## src/rtl/fifo_reader_pkg.sv

```systemverilog
// fifo_reader_pkg: state encoding and output buffer depth shared by the stream reader
package fifo_reader_pkg;
  typedef enum logic [1:0] {IDLE = 2'd0, RUN = 2'd1, DRAIN = 2'd2, FLUSH = 2'd3} state_t;
  localparam int BUF_DEPTH = 2;
endpackage

```

## src/rtl/fifo_reader_if.sv

```systemverilog
// fifo_reader_if: fifo_sync read port plus valid/ready output stream of the reader
interface fifo_reader_if #(parameter int W = 16);
  logic fifo_empty, fifo_underflow, fifo_ren;
  logic [W-1:0] fifo_rdata;
  logic m_valid, m_ready;
  logic [W-1:0] m_data;
  modport master (input fifo_empty, fifo_underflow, fifo_rdata, m_ready, output fifo_ren, m_valid, m_data);
  modport slave (output fifo_empty, fifo_underflow, fifo_rdata, m_ready, input fifo_ren, m_valid, m_data);
endinterface

```

## src/rtl/fifo_reader_skidbuf.sv

```systemverilog
// fifo_reader_skidbuf: 2-entry output buffer with a registered head word
module fifo_reader_skidbuf import fifo_reader_pkg::*; #(parameter int W = 16) (
  input  logic         clk,
  input  logic         rst,
  input  logic         clear,
  input  logic         push,
  input  logic         pop,
  input  logic [W-1:0] wdata,
  output logic [1:0]   occ,
  output logic [W-1:0] head
);
  logic [1:0] cnt_q, cnt_d;
  logic [W-1:0] head_q, head_d, tail_q, tail_d;
  always_comb begin
    cnt_d = clear ? 2'd0 : cnt_q + 2'(push) - 2'(pop);
    head_d = pop ? (cnt_q == 2'(BUF_DEPTH) ? tail_q : (push ? wdata : head_q))
                 : (cnt_q == 2'd0 && push ? wdata : head_q);
    tail_d = push && (pop ? cnt_q == 2'(BUF_DEPTH) : cnt_q == 2'd1) ? wdata : tail_q;
  end
  always_ff @(posedge clk) begin
    if (rst) begin
      cnt_q <= 2'd0;
      head_q <= '0;
      tail_q <= '0;
    end else begin
      cnt_q <= cnt_d;
      head_q <= head_d;
      tail_q <= tail_d;
    end
  end
  assign occ = cnt_q;
  assign head = head_q;
endmodule

```

## src/rtl/fifo_stream_reader.sv

```systemverilog
// fifo_stream_reader: drains a fifo_sync read port into a full-throughput valid/ready stream
module fifo_stream_reader import fifo_reader_pkg::*; #(
  parameter int pDATA_WIDTH  = 16,
  parameter bit pFALLTHROUGH = 1'b0,
  parameter int pCOUNT_WIDTH = 32
) (
  input  logic                    clk,
  input  logic                    reset,
  input  logic                    enable,
  input  logic                    flush,
  input  logic                    clear_stats,
  fifo_reader_if.master           bus,
  output logic                    busy,
  output logic [pCOUNT_WIDTH-1:0] words_read,
  output logic                    underflow_seen
);
  state_t state_q, state_d;
  logic inflight_q, inflight_d, uf_q, uf_d, pop, push;
  logic [pCOUNT_WIDTH-1:0] cnt_q, cnt_d;
  logic [1:0] occ;
  logic [pDATA_WIDTH-1:0] head;
  fifo_reader_skidbuf #(.W(pDATA_WIDTH)) u_buf (
    .clk, .rst(reset), .clear(flush), .push, .pop, .wdata(bus.fifo_rdata), .occ, .head
  );
  always_comb begin
    pop = occ != 2'd0 && bus.m_ready;
    // standard mode: a word popped now frees the slot a read issued now lands in next cycle
    bus.fifo_ren = state_q == RUN && enable && !flush && !bus.fifo_empty &&
                   int'(occ) + int'(inflight_q) < BUF_DEPTH + int'(!pFALLTHROUGH && pop);
    push = pFALLTHROUGH ? bus.fifo_ren : inflight_q;
    inflight_d = !pFALLTHROUGH && bus.fifo_ren;
    state_d = flush ? FLUSH : enable ? RUN :
              (state_q == RUN || (state_q == DRAIN && (occ != 2'd0 || inflight_q))) ? DRAIN : IDLE;
    cnt_d = clear_stats ? '0 : (pop && !(&cnt_q)) ? cnt_q + pCOUNT_WIDTH'(1) : cnt_q;
    uf_d = !clear_stats && (uf_q || bus.fifo_underflow || (bus.fifo_ren && bus.fifo_empty));
  end
  always_ff @(posedge clk) begin
    if (reset) begin
      state_q <= IDLE;
      inflight_q <= 1'b0;
      cnt_q <= '0;
      uf_q <= 1'b0;
    end else begin
      state_q <= state_d;
      inflight_q <= inflight_d;
      cnt_q <= cnt_d;
      uf_q <= uf_d;
    end
  end
  assign bus.m_valid = occ != 2'd0;
  assign bus.m_data = head;
  assign busy = state_q != IDLE || occ != 2'd0 || inflight_q;
  assign words_read = cnt_q;
  assign underflow_seen = uf_q;
endmodule
```

## src/flat_wrapper.sv

```systemverilog
// flat-port wrapper written by rule: the top's interface ports become plain ports
module fifo_stream_reader_flat import fifo_reader_pkg::*;
#(
  parameter int pDATA_WIDTH  = 16,
  parameter bit pFALLTHROUGH = 1'b0,
  parameter int pCOUNT_WIDTH = 32
)
  (clk, reset, enable, flush, clear_stats, busy, words_read, underflow_seen, bus_fifo_empty, bus_fifo_underflow, bus_fifo_rdata, bus_m_ready, bus_fifo_ren, bus_m_valid, bus_m_data);
  fifo_reader_if bus_i ();
  input  logic clk;
  input  logic reset;
  input  logic enable;
  input  logic flush;
  input  logic clear_stats;
  output logic busy;
  output logic [pCOUNT_WIDTH-1:0] words_read;
  output logic underflow_seen;
  input wire logic [$bits(bus_i.fifo_empty)-1:0] bus_fifo_empty;
  input wire logic [$bits(bus_i.fifo_underflow)-1:0] bus_fifo_underflow;
  input wire logic [$bits(bus_i.fifo_rdata)-1:0] bus_fifo_rdata;
  input wire logic [$bits(bus_i.m_ready)-1:0] bus_m_ready;
  output wire logic [$bits(bus_i.fifo_ren)-1:0] bus_fifo_ren;
  output wire logic [$bits(bus_i.m_valid)-1:0] bus_m_valid;
  output wire logic [$bits(bus_i.m_data)-1:0] bus_m_data;
  assign bus_i.fifo_empty = bus_fifo_empty;
  assign bus_i.fifo_underflow = bus_fifo_underflow;
  assign bus_i.fifo_rdata = bus_fifo_rdata;
  assign bus_i.m_ready = bus_m_ready;
  assign bus_fifo_ren = bus_i.fifo_ren;
  assign bus_m_valid = bus_i.m_valid;
  assign bus_m_data = bus_i.m_data;
  fifo_stream_reader #(.pDATA_WIDTH(pDATA_WIDTH), .pFALLTHROUGH(pFALLTHROUGH), .pCOUNT_WIDTH(pCOUNT_WIDTH)) u_core (.clk(clk), .reset(reset), .enable(enable), .flush(flush), .clear_stats(clear_stats), .bus(bus_i), .busy(busy), .words_read(words_read), .underflow_seen(underflow_seen));
endmodule
```

## config.mk

```make
export PLATFORM = sky130hd
export DESIGN_NAME = fifo_stream_reader_flat
export DESIGN_NICKNAME = d
export VERILOG_FILES = /design/src/rtl/fifo_reader_pkg.sv /design/src/rtl/fifo_reader_if.sv /design/src/rtl/fifo_reader_skidbuf.sv /design/src/rtl/fifo_stream_reader.sv /design/src/flat_wrapper.sv
export SDC_FILE = /design/constraint.sdc
export NUM_CORES = 1
export LEC_CHECK = 0
export BUFFER_PORTS_ARGS = -buffer_cell sky130_fd_sc_hd__buf_2
export CELL_PAD_IN_SITES_DETAIL_PLACEMENT = 0
export CELL_PAD_IN_SITES_GLOBAL_PLACEMENT = 2
export CORE_MARGIN = 4
export CORE_UTILIZATION = 33
export DETAILED_ROUTE_END_ITERATION = 10
export PLACE_DENSITY_LB_ADDON = 0.1
export SETUP_SLACK_MARGIN = 0.3
export SLEW_MARGIN = 0
export SYNTH_ARGS = -nofsm -noshare
export SYNTH_HDL_FRONTEND = slang
export SYNTH_HIERARCHICAL = 1
export SYNTH_SLANG_ARGS = --single-unit
```

## constraint.sdc

```tcl
create_clock -name clk -period 2.3 [get_ports clk]
set_clock_uncertainty 0.2 [all_clocks]
set_input_delay 0.345 -clock clk [delete_from_list [all_inputs] [get_ports clk]]
set_output_delay 0.345 -clock clk [all_outputs]
set_load 0.02 [all_outputs]
```

# Word-level counts from Yosys, hierarchy flattened
# Index checks and enable logic that the tools add are counted.
# W data, S select, Z words.
# totals
inputBits,24
mem_bits_ro,0
ram_bits,0
latch_bits,0
regBits,70
output_inout_bits,52
mem_count,0
elab_cells,55
# op_classes
n_div,0
n_bitwise,0
mux,8
n_addsub,5
n_shift,0
reduce_logical,29
eq_ne,5
n_lt_le_gt_ge,1
n_mul,0
# op_table
cell,n
$mux W16,4
$add A32 B1 Y32 const B,1
$lt A32 B32 Y1,1
$reduce_and A32 Y1,1
$logic_and A1 B1 Y1,11
$logic_or A1 B1 Y1,6
$mux W2,3
$reduce_bool A2 Y1,3
$eq A2 B1 Y1 const B,2
$eq A2 B2 Y1 const B,2
$logic_not A1 Y1,4
$reduce_or A2 Y1,2
$add A2 B1 Y3,1
$add A2 B1 Y3 const A,1
$ne A3 B1 Y1 const B,1
$add A2 B1 Y2,1
$logic_not A2 Y1,1
$reduce_and A2 Y1,1
$sub A2 B1 Y2,1
$mux W1,1

# Logic depth before layout (Yosys ltp)
# logic_depth
depth_word,8
depth_mapped,8

# Hierarchy
# Netlist, hierarchy kept.
# modules_own_cells
module,seq_area_each_um2,area_each_um2,cells_per_inst,n_inst
fifo_stream_reader,720.7,2006.9,234,1
fifo_reader_skidbuf,680.7,1560.2,158,1

# Worst setup path before layout
# Ideal clock, no wire load.
# synth_timing
kind,flip-flop to flip-flop
from,register u_core.cnt_q[0] (netlist: u_core/words_read[0])
to,register u_core.cnt_q[11] (netlist: u_core/words_read[11])
n_path_buf,0
required_time_ns,1.985
setup_time_ns,0.115
arrival_ns,1.957
stages_incl_launch_ff,7
path_slack_ns,0.029
path_cell_list,dfxtp_1 > ha_1 > nand3_2 > nor4_1 > a31oi_1 > and3_1 > o21a_1
# synth_via
elab_chain_cells,3
elab_cells_between_ends,4
classes_between,1 x add/sub; 3 x reduce/logical
# synth_lines
element,line,rtl
"start, declared",fifo_stream_reader.sv:19,"logic [pCOUNT_WIDTH-1:0] cnt_q, cnt_d;"
"start signal, assigned",fifo_stream_reader.sv:46,cnt_q <= cnt_d;
branches (longest 3 deep; another with $add A32 B1 Y32),--,
# Parallel ways; which one is timed is not known.
# A chain may end at the register's enable or synchronous reset.

# Worst setup path after layout
# layout_timing
from,register u_core.u_buf.cnt_q[0] (netlist: u_core/u_buf/occ[0])
to,output bus_fifo_ren
# layout_via
elab_chain_cells,5
elab_cells_between_ends,6
classes_between,2 x add/sub; 1 x order compare; 3 x reduce/logical
# layout_lines
element,line,rtl
"start, declared",fifo_reader_skidbuf.sv:12,"logic [1:0] cnt_q, cnt_d;"
"start signal, assigned",fifo_reader_skidbuf.sv:26,cnt_q <= cnt_d;
$reduce_bool A2 Y1,fifo_stream_reader.sv:26,pop = occ != 2'd0 && bus.m_ready;
$logic_and A1 B1 Y1,fifo_stream_reader.sv:26,
$add A2 B1 Y3,fifo_stream_reader.sv:29,int'(occ) + int'(inflight_q) < BUF_DEPTH + int'(!pFALLTHROUGH && pop);
$lt A32 B32 Y1 (*),fifo_stream_reader.sv:29,
$logic_and A1 B1 Y1 (*),fifo_stream_reader.sv:28,bus.fifo_ren = state_q == RUN && enable && !flush && !bus.fifo_empty &&
"end, declared",flat_wrapper.sv:22,output wire logic [$bits(bus_i.fifo_ren)-1:0] bus_fifo_ren;
# Mark *: on every way between the ends. The rest lies on a longest branch, timed or not.

==> flow_summary.json <==
{
  "synthesis_to_layout_area_growth_pct": 41.84,
  "cts_root_buf": "sky130_fd_sc_hd__clkbuf_8",
  "endpoint_kind": "output pin",
  "vias": 3436,
  "drive_gt1_share_pct": 46.44,
  "cts_buffers": 9,
  "asyncSetResetFlopFracSynth_pct": 0,
  "pin_count_of_the_biggest_net_entering_global_routing": 42,
  "critPathMostFrequentCell": "sky130_fd_sc_hd__ha_4",
  "run_status": "finished clean",
  "design_power_total_mw": 2.343,
  "floorplan.die.width_um": 112.0,
  "clock_insertion_delay_worst_skew_ns": 0.35,
  "number_of_flip_flops_and_latches_in_the_synthesized_netlist": 70,
  "die-area_um2": 12540,
  "floorplan.initialDensity_pct": 34.25,
  "power.net_switching_mw": 0.5856,
  "fmax_mhz": 461.9,
  "insertedDiodeCount": 0,
  "power.density_cell_area_nw_per_um2": 463.1,
  "max-slew-margin-rel_pct": 60.91,
  "cts_tree": "built",
  "cellInternalPower_mw": 1.757,
  "globalRouteOverflowTotal": 0,
  "coreArea_um2": 10420,
  "setup_viol": 0,
  "routed_wirelength_mm": 10.47,
  "cts_buffer_depth": 2,
  "power_leakage_nw": 2.018,
  "layout_setup_ws_ns": 0.1350,
  "pwr-share-comb_pct": 5.3,
  "cp_data_required_time_ns": 1.75,
  "cts-htree-levels": 3,
  "period_minus_slack_ns": 2.165,
  "cp.arrival_ns": 1.62,
  "dp_hpwl_mm": 7.054,
  "grt_setup_unrepaired": "true",
  "grt.total_usage_pct": 16.65,
  "worstPathCellList": "ha_4, ha_4, nor4b_2, and3_1, buf_6",
  "place.gp.congestion": 0.7357,
  "clock_transition_at_the_registers_of_the_reported_paths_ns": 0.08,
  "synth_cells": 392,
  "cp_top_family": "simple AND/OR/NAND/NOR gates",
  "pre_cts_worst_setup_slack_ns": 0.1604,
  "fin_crit_sh_pct": 94.13,
  "remaining_drc_errors": 0,
  "i_o_pin_count": 76,
  "average_wire_per_standard_cell_um": 15.63,
  "slew_violations": 0,
  "grt_pass1_vias": 3276,
  "timing.hold.worst.class": "input pin to register",
  "maxCapViolations": 0,
  "synth.cell_area_um2": 3567,
  "synth_warnings": 6,
  "synth-edff-count": 0,
  "netlist-cell-type-count": 62,
  "critical_path_buf_inv_count": 1,
  "vert_die_dim_um": 112.0,
  "p_sw_share_pct": 24.99,
  "routed_via_density": 5.128,
  "finalSetupTns_ns": 0,
  "power_frac_clock_pct": 43.1,
  "detail-route-antenna-nets": 0,
  "cell_taking_the_most_area_after_synthesis": "sky130_fd_sc_hd__dfxtp_1",
  "final_nets": 558,
  "grt_pass1_wl_mm": 17.19,
  "crit_fanout": 6,
  "cp_slowest_stage_delay_ns": 0.37,
  "drt-pass1-iter-count": 4,
  "cp-start-kind": "register",
  "synth-seq-area-share_pct": 39.28,
  "placement_rows": 37,
  "critical_path_class": "register to output pin",
  "synth_top_area_share_pct": 39.28,
  "tightestPinTransition_ns": 0.5810,
  "synth_flop_cell": "sky130_fd_sc_hd__dfxtp_1",
  "avgSynthCellArea_um2": 9.100,
  "buffer_ports.inserted": 75,
  "relative_contribution_of_sequential_cells_to_total_power_pct": 51.5,
  "top_post_synthesis_cells_by_area": "sky130_fd_sc_hd__dfxtp_1 (39%), sky130_fd_sc_hd__mux2i_1 (5.1%), sky130_fd_sc_hd__nand2_1 (4.9%)",
  "drt_iter0_markers": 160,
  "grt_antenna_before_repair": 1,
  "hold_viol": 0,
  "postSynthNetCount": 421,
  "power.ir.vdd_worst_mv": 0.4564,
  "clock_sink_count": 70,
  "critical_path.slowest_cell": "sky130_fd_sc_hd__dfxtp_4"
}
[through the flow]
stage          hold WS [ns]  cell area (um^2)  instances  util [%]
2_1_floorplan        0.2137              3657        392         -
3_3_place_gp         0.2401              4287        613     41.15
3_5_place_dp         0.2480              4287        613     41.15
4_1_cts             0.01321              4740        651     45.50
5_1_grt             0.01735              5060        670     48.58
6_report            0.02803              5060        670     48.58
[synth_stat cells (5+ instances only)]
library cell,number
sky130_fd_sc_hd__a221oi_1,6
sky130_fd_sc_hd__a21oi_1,25
sky130_fd_sc_hd__clkbuf_1,8
sky130_fd_sc_hd__or3_1,10
sky130_fd_sc_hd__a221oi_2,10
sky130_fd_sc_hd__dfxtp_1,70
sky130_fd_sc_hd__mux2i_1,18
sky130_fd_sc_hd__nand4_1,10
sky130_fd_sc_hd__o211ai_1,12
sky130_fd_sc_hd__nand3_1,17
sky130_fd_sc_hd__ha_1,5
sky130_fd_sc_hd__nand2_1,47
sky130_fd_sc_hd__nor2_1,47
sky130_fd_sc_hd__or4_1,6
sky130_fd_sc_hd__nor3_1,6
sky130_fd_sc_hd__xnor2_1,9
sky130_fd_sc_hd__inv_1,9
[sequential cells by signal (all words and copies together) (netlist names)]
| name | cells |
|---|---|
| u_core/u_buf/occ | 2 |
| u_core/underflow_seen | 1 |
| u_core/state_q | 2 |
| u_core/u_buf/tail_q | 16 |
| u_core/inflight_q | 1 |
| u_core/words_read | 32 |
| u_core/u_buf/head | 16 |
[area by class of cell]
type	count	area, um^2
clock buffers	9	123.9
repair buffers	142	925.9
multi-input cells	296	2252
flip-flops and latches	70	1471
well taps	136	170.2
inverters	10	42.54
clock inverters	7	73.82
fillers	1021	5356
[power groups by stage]
stage	clock network [mW]	logic (mW)	registers (mW)
CTS	1.06	0.124	1.22
global placement	0	0.116	1.25
global route	1.11	0.138	1.21
finish	1.01	0.125	1.21
detailed placement	0	0.115	1.25
floorplan	0	0.0569	1.25
[per-layer routing]
layer | wire, um | global-route usage, % | up-vias
li1 | - | - | 1718
met1 | 5292 | 24.98 | 1616
met2 | 4453 | 23.42 | 89
met3 | 613 | 4.511 | 11
met4 | 103 | 4.167 | 2
met5 | 9 | 0 | -
[path summary, 6_finish.rpt]
| check | to | slack, ns | startpoint | cells after the start |
|---|---|---|---|---|
| max | bus_fifo_ren | 0.13 | u_core/u_buf/occ[0]$_SDFF_PP0_ | 5 |
| max reg2reg | u_core/u_buf/occ[1]$_SDFF_PP0_ | 0.18 | u_core/u_buf/occ[0]$_SDFF_PP0_ | 9 |
| min | u_core/u_buf/occ[1]$_SDFF_PP0_ | 0.03 | flush | 2 |
| min reg2reg | u_core/u_buf/tail_q[1]$_SDFFE_PP0P_ | 0.26 | u_core/u_buf/tail_q[1]$_SDFFE_PP0P_ | 2 |
[logic make-up after synthesis]
group                      synth area share [%]
AOI/OAI and AO/OA                         17.99
xor gates and xnor gates                  3.192
adders and majority gates                 1.754
buffers and inverters                     4.174
DFF                                       39.28
muxes                                     5.051
and+or+nand+nor                           28.55
[cells in the final DEF, fill, tap and decap left out, types with 10 or more instances in the layout]
cell and instances:
sky130_fd_sc_hd__buf_2 74, sky130_fd_sc_hd__buf_4 58, sky130_fd_sc_hd__nand2_1 46, sky130_fd_sc_hd__nor2_1 45
sky130_fd_sc_hd__dfxtp_1 42, sky130_fd_sc_hd__a21oi_1 23, sky130_fd_sc_hd__mux2i_1 18, sky130_fd_sc_hd__nand3_1 15
sky130_fd_sc_hd__dfxtp_4 14, sky130_fd_sc_hd__dfxtp_2 14, sky130_fd_sc_hd__o211ai_1 12, sky130_fd_sc_hd__nand4_1 10
sky130_fd_sc_hd__a221oi_2 10
[repair_timing]
| item | 4_1_cts | 5_1_grt |
|---|---|---|
| setup buffers | 21 | 19 |
| pin swaps | 12 | 29 |
| hold buffers | 1 | 0 |
| gates resized for setup | 18 | 38 |
| setup endpoints to repair | 48 | 45 |
| endpoints found under the hold margin | 1 | 0 |
| cloned | 0 | 0 |
No activity file was read; power rests on OpenSTA's default activity.
